File: src/rtl/regfile_mp_if.sv
// Bus bundle for the multi-read-port register file.
// The master drives addresses and write data; the slave returns read data and busy.
interface regfile_mp_if #(
  parameter int DATA_W = 32,
  parameter int ADDR_W = 5,
  parameter int NUM_RD = 2
);
  logic [NUM_RD*ADDR_W-1:0] rd_addr;
  logic [NUM_RD*DATA_W-1:0] rd_data;
  logic                     wr_en;
  logic [ADDR_W-1:0]        wr_addr;
  logic [DATA_W-1:0]        wr_data;
  logic [DATA_W/8-1:0]      wr_be;
  logic                     clear_req;
  logic                     busy;

  modport master (
    output rd_addr, wr_en, wr_addr,
    output wr_data, wr_be, clear_req,
    input  rd_data, busy
  );

  modport slave (
    input  rd_addr, wr_en, wr_addr,
    input  wr_data, wr_be, clear_req,
    output rd_data, busy
  );
endinterface

File: src/rtl/regfile_mp.sv
// Register file: NUM_RD registered read ports, one byte-masked write port,
// hardwired zero entry, write-to-read bypass and a self-clearing sequencer.
module regfile_mp #(
  parameter int DATA_W = 32,
  parameter int ADDR_W = 5,
  parameter int NUM_RD = 2
) (
  input logic          clk,
  input logic          rst_n,
  regfile_mp_if.slave  bus
);
  localparam int DEPTH = 2**ADDR_W;
  localparam int NB    = DATA_W/8;

  typedef enum logic {
    S_IDLE,
    S_CLEAR
  } state_t;

  state_t              r_state;
  state_t              w_state_nx;
  logic [ADDR_W-1:0]   r_clr_ptr;
  logic [ADDR_W-1:0]   w_clr_ptr_nx;
  logic                r_busy;
  logic [DATA_W-1:0]   r_mem [DEPTH];
  logic [NUM_RD*DATA_W-1:0] r_rd_data;
  logic [NUM_RD*DATA_W-1:0] w_rd_nx;
  logic [DATA_W-1:0]   w_wr_merged;
  logic                w_wr_fire;

  always_comb begin
    w_state_nx   = r_state;
    w_clr_ptr_nx = r_clr_ptr;
    unique case (r_state)
      S_IDLE: begin
        if (bus.clear_req) begin
          w_state_nx   = S_CLEAR;
          w_clr_ptr_nx = '0;
        end
      end
      S_CLEAR: begin
        w_clr_ptr_nx = r_clr_ptr + 1'b1;
        if (&r_clr_ptr) w_state_nx = S_IDLE;
      end
    endcase
  end

  always_ff @(posedge clk or negedge rst_n) begin
    if (!rst_n) begin
      r_state   <= S_CLEAR;
      r_clr_ptr <= '0;
      r_busy    <= 1'b1;
    end else begin
      r_state   <= w_state_nx;
      r_clr_ptr <= w_clr_ptr_nx;
      r_busy    <= (w_state_nx == S_CLEAR);
    end
  end

  assign w_wr_fire = bus.wr_en
                   && (r_state == S_IDLE)
                   && (bus.wr_addr != '0);

  always_comb begin
    w_wr_merged = r_mem[bus.wr_addr];
    for (int i = 0; i < NB; i++) begin
      if (bus.wr_be[i])
        w_wr_merged[8*i +: 8] = bus.wr_data[8*i +: 8];
    end
  end

  // A matching write this cycle overrides the array so reads never go stale.
  always_comb begin
    w_rd_nx = '0;
    if (r_state == S_IDLE) begin
      for (int p = 0; p < NUM_RD; p++) begin
        if (bus.rd_addr[p*ADDR_W +: ADDR_W] == '0)
          w_rd_nx[p*DATA_W +: DATA_W] = '0;
        else if (w_wr_fire &&
                 bus.rd_addr[p*ADDR_W +: ADDR_W] == bus.wr_addr)
          w_rd_nx[p*DATA_W +: DATA_W] = w_wr_merged;
        else
          w_rd_nx[p*DATA_W +: DATA_W] =
            r_mem[bus.rd_addr[p*ADDR_W +: ADDR_W]];
      end
    end
  end

  always_ff @(posedge clk or negedge rst_n) begin
    if (!rst_n) r_rd_data <= '0;
    else        r_rd_data <= w_rd_nx;
  end

  // The array has no reset; the clear sequencer zeroes it after release.
  always_ff @(posedge clk) begin
    if (r_state == S_CLEAR)
      r_mem[r_clr_ptr] <= '0;
    else if (w_wr_fire)
      r_mem[bus.wr_addr] <= w_wr_merged;
  end

  assign bus.rd_data = r_rd_data;
  assign bus.busy    = r_busy;
endmodule

File: src/flat_wrapper.sv
// flat-port wrapper written by rule: the top's interface ports become plain ports
module regfile_mp_flat 
#(
  parameter int DATA_W = 32,
  parameter int ADDR_W = 5,
  parameter int NUM_RD = 2
)
  (clk, rst_n, bus_rd_addr, bus_wr_en, bus_wr_addr, bus_wr_data, bus_wr_be, bus_clear_req, bus_rd_data, bus_busy);
  regfile_mp_if #(.DATA_W(DATA_W), .ADDR_W(ADDR_W), .NUM_RD(NUM_RD)) bus_i ();
  input logic clk;
  input logic rst_n;
  input wire logic [$bits(bus_i.rd_addr)-1:0] bus_rd_addr;
  input wire logic [$bits(bus_i.wr_en)-1:0] bus_wr_en;
  input wire logic [$bits(bus_i.wr_addr)-1:0] bus_wr_addr;
  input wire logic [$bits(bus_i.wr_data)-1:0] bus_wr_data;
  input wire logic [$bits(bus_i.wr_be)-1:0] bus_wr_be;
  input wire logic [$bits(bus_i.clear_req)-1:0] bus_clear_req;
  output wire logic [$bits(bus_i.rd_data)-1:0] bus_rd_data;
  output wire logic [$bits(bus_i.busy)-1:0] bus_busy;
  assign bus_i.rd_addr = bus_rd_addr;
  assign bus_i.wr_en = bus_wr_en;
  assign bus_i.wr_addr = bus_wr_addr;
  assign bus_i.wr_data = bus_wr_data;
  assign bus_i.wr_be = bus_wr_be;
  assign bus_i.clear_req = bus_clear_req;
  assign bus_rd_data = bus_i.rd_data;
  assign bus_busy = bus_i.busy;
  regfile_mp #(.DATA_W(DATA_W), .ADDR_W(ADDR_W), .NUM_RD(NUM_RD)) u_core (.clk(clk), .rst_n(rst_n), .bus(bus_i));
endmodule
File: config.mk
export PLATFORM = sky130hd
export DESIGN_NAME = regfile_mp_flat
export DESIGN_NICKNAME = d
export VERILOG_FILES = /design/src/rtl/regfile_mp_if.sv /design/src/rtl/regfile_mp.sv /design/src/flat_wrapper.sv
export SDC_FILE = /design/constraint.sdc
export NUM_CORES = 2
export LEC_CHECK = 0
export BUFFER_PORTS_ARGS = -buffer_cell sky130_fd_sc_hd__buf_4
export CAP_MARGIN = 20
export CORE_ASPECT_RATIO = 1.25
export CORE_MARGIN = 2
export CORE_UTILIZATION = 45
export CTS_BUF_LIST = sky130_fd_sc_hd__clkbuf_2 sky130_fd_sc_hd__clkbuf_4 sky130_fd_sc_hd__clkbuf_8
export CTS_CLUSTER_SIZE = 28
export DETAILED_ROUTE_END_ITERATION = 8
export PLACE_DENSITY = 0.65
export SETUP_SLACK_MARGIN = 0.15
export SLEW_MARGIN = 20
export SYNTH_ARGS = -nofsm -noshare
export SYNTH_HDL_FRONTEND = slang
export SYNTH_SLANG_ARGS = --single-unit
File: constraint.sdc
create_clock -name clk -period 3.8 [get_ports clk]
set_input_delay 0.57 -clock clk [delete_from_list [all_inputs] [get_ports clk]]
set_output_delay 0.57 -clock clk [all_outputs]
set_load 0.02 [all_outputs]
==> key figures <==
Timing
  • Final period utilization: 0.771
  • Tmin final: 2930 ps
  • Rel. slew slack: 0.312
  • Clk_skew: 34.7 ps
  • Endpoints failing setup: 0
  • Final WS setup: a little under 900 ps
  • Final hold vios: 0
  • Max Fclk: about 0.34 GHz
  • Hold WS: 89.4 ps
  • Setup TNS: 0 ps
  • RSZ-0062 raised after global routing: false
  • Slew Viols, Final: 0
  • Actual slew at the worst max-slew pin: approximately 1000 ps

Global route
  • GRT Total Usage: 0.327
  • Remaining Overflow, GRT: 0
  • Largest net degree at the start of global routing: 71
  • First-pass GRT wire length: 301000 um
  • Vias in the first global route: between 30000 and 40000
  • Antenna violations before repair: 11

Logic synthesis
  • Post-synth top cells: edfxtp_1 (1024), mux4_2 (737), mux2i_1 (266)
  • Syn Inst Count: approximately 3200
  • Seq/Total Area, Yosys: 0.558
  • Largest cells by area after synthesis: edfxtp_1 (53%), mux4_2 (28%), mux2i_1 (4.6%)
  • Ys flop type: edfxtp_1
  • Mapped Nets: 3242
  • FFs w/ async S/R, synth: 0.0640
  • Cell accounting for the most synthesized area: edfxtp_1
  • Top cell type's share of synthesized area: 0.528
  • Yosys warnings: 0
  • Post-synth EDFFs: slightly above 1000
  • Mapped Area: between 50000 and 60000 um^2
  • Post-Syn Area per Cell: roughly 18 um^2
  • Count of state elements after synthesis: roughly 1100
  • Most numerous cell in the Yosys netlist: edfxtp_1
  • Post-synth cell types: 50

Power and ir drop
  • Leak Pwr: 22.6 nW
  • Peak supply drop: between 0.4 and 0.5 mV
  • PD cells: about 500 nW/um^2

Clocking
  • Clk buf depth: 3
  • Root Driver: clkbuf_8
  • Cts repair resizes: 0
  • Htree depth: 4
  • Skew-Pair Late Insertion Delay: between 900 and 1000 ps
  • Num CTS Buffers: 169
  • Post-CTS Setup Inserts: 0
  • CTS tree: yes
  • CTS clk-pin slew, worst paths: roughly 70 ps
  • TritonCTS Sinks: around 1100

Worst setup path
  • RR Startpoint: u_core.r_state
  • CP max FO: 17
  • Crit end category: flip-flop
  • CP Launch Point: u_core.r_state
  • Crit path DAT: ~3500 ps
  • WP data required: 4360 ps
  • Startpoint types: flip-flop
  • WS Path Type: flip-flop to flip-flop
  • Reg2Reg Setup Slack: roughly 870 ps

Drt
  • DRC: 0
  • Drt pass-1 iters: 6
  • Via count: 39300
  • Wirelength per Cell: 41.0 um
  • Vias/cell: 7.45
  • First DRT Iteration DRCs: between 6000 and 7000
  • Post-DRT Antenna Nets: 0
  • Drt total wl: 216000 um

Placed design
  • Placed cells: between 4000 and 5000
  • Place WS: approximately 220 ps
  • Final GP Congestion: about 0.9
  • Post-DP HPWL: ~130000 um
  • Port-buffer cells: between 100 and 150

Job
  • Number of max-cap violations: 0

Worst hold path
  • Hold Path Origin: bus_wr_data[6]
  • Worst Hold Class: input pin to flip-flop

Floorplanning
  • Core Area: 128000 um^2
  • Starting Density: 0.454
  • Die H: between 400 and 500 um
  • Die W: 326 um
  • Row cnt: ~150
  • Die ar.: 132000 um^2
  • I/O Pins: 120

Layout
  • Fraction of layout instances using a drive strength above 1: 0.417
  • Non-Filler Instances: 5271
  • Layout Nets: roughly 3500
  • Area delta synth->final: 14.8%
  • Post-layout util: 0.521

Run status
  • Outcome: completed
power breakdown:
group          internal (mW)  switching (mW)  total [mW]
clock                   5.90            4.88        10.8
combinational           3.05            4.66        7.71
sequential              14.9           0.972        15.8
metal layers:
metal / GRT usage / wire, um / vias to the layer above
li1: - / - / 14400
met1: 0.416 / 72900 / 20300
met2: 0.495 / 98000 / 3638
met3: 0.100 / 30300 / 872
met4: 0.194 / 14800 / 12
met5: 0 / 72 / -
flip-flops by register name, indices dropped and copies added (netlist names):
| register | count |
|---|---|
| u_core.bus.rd_data | 64 |
| u_core.r_state | 1 |
| u_core.r_mem | 1024 |
| u_core.r_clr_ptr | 5 |
through the flow:
stage                     power [mW]  area (um^2)
after floorplan                 19.8        58300
after global placement          23.3        63200
after detailed placement        23.5        63200
after CTS                       34.2        66900
after global routing            35.2        66900
final                           34.3        66900
worst max-delay path: stages, from the launching register on:
cell     delay, ps
dfstp_2        750
nor2b_1        170
buf_4          190
o32ai_1        360
nand2_1        340
nor2_4         450
buf_12         300
final timing paths:
check | cells after the start | end
max | 6 | u_core.r_mem[25][20]
min | 3 | u_core.bus.rd_data[6]
max reg2reg | 6 | u_core.r_mem[25][20]
min reg2reg | 2 | u_core.r_clr_ptr[4]
max in group asynchronous | 3 | u_core.bus.rd_data[7]
min in group asynchronous | 2 | u_core.bus.rd_data[6]
logic make-up after synthesis:
logic type	after synthesis	share of synthesized area
xor+xnor	12	0.00180
fa+ha+maj	2	0.000430
simple gates	223	0.0177
buf+inv	302	0.0225
mux	1040	0.338
compound gates	512	0.0618
flops	1094	0.558
area by class of cell:
type / instances / area [um^2]
repair buffers: 357 / 3800
multi-input cells: 1789 / 24800
well taps: 1713 / 2140
inverters: 5 / 18.8
clock buffers: 219 / 2750
clock inverters: 93 / 890
flip-flops and latches: 1094 / 32500
fillers: 10200 / 61500
diodes: 1 / 2.50
cell usage in the layout (no fill, tap or decap), types with 69 or more instances in the layout:
| cell type | netlist | final |
|---|---|---|
| buf_12 | 0 | 84 |
| nor2_1 | 102 | 69 |
| a21oi_1 | 90 | 90 |
| edfxtp_1 | 1024 | 1024 |
| buf_4 | 10 | 259 |
| mux2i_1 | 266 | 266 |
| o22ai_1 | 91 | 91 |
| mux4_2 | 737 | 737 |
| clkbuf_8 | 0 | 176 |
| dfrtp_1 | 69 | 69 |
repair_timing:
item | CTS | global route
endpoints found under the hold margin | 57 | 0
hold buffers | 6 | 0
setup endpoints to repair | 0 | 0
(Power assumes the default switching activity.)
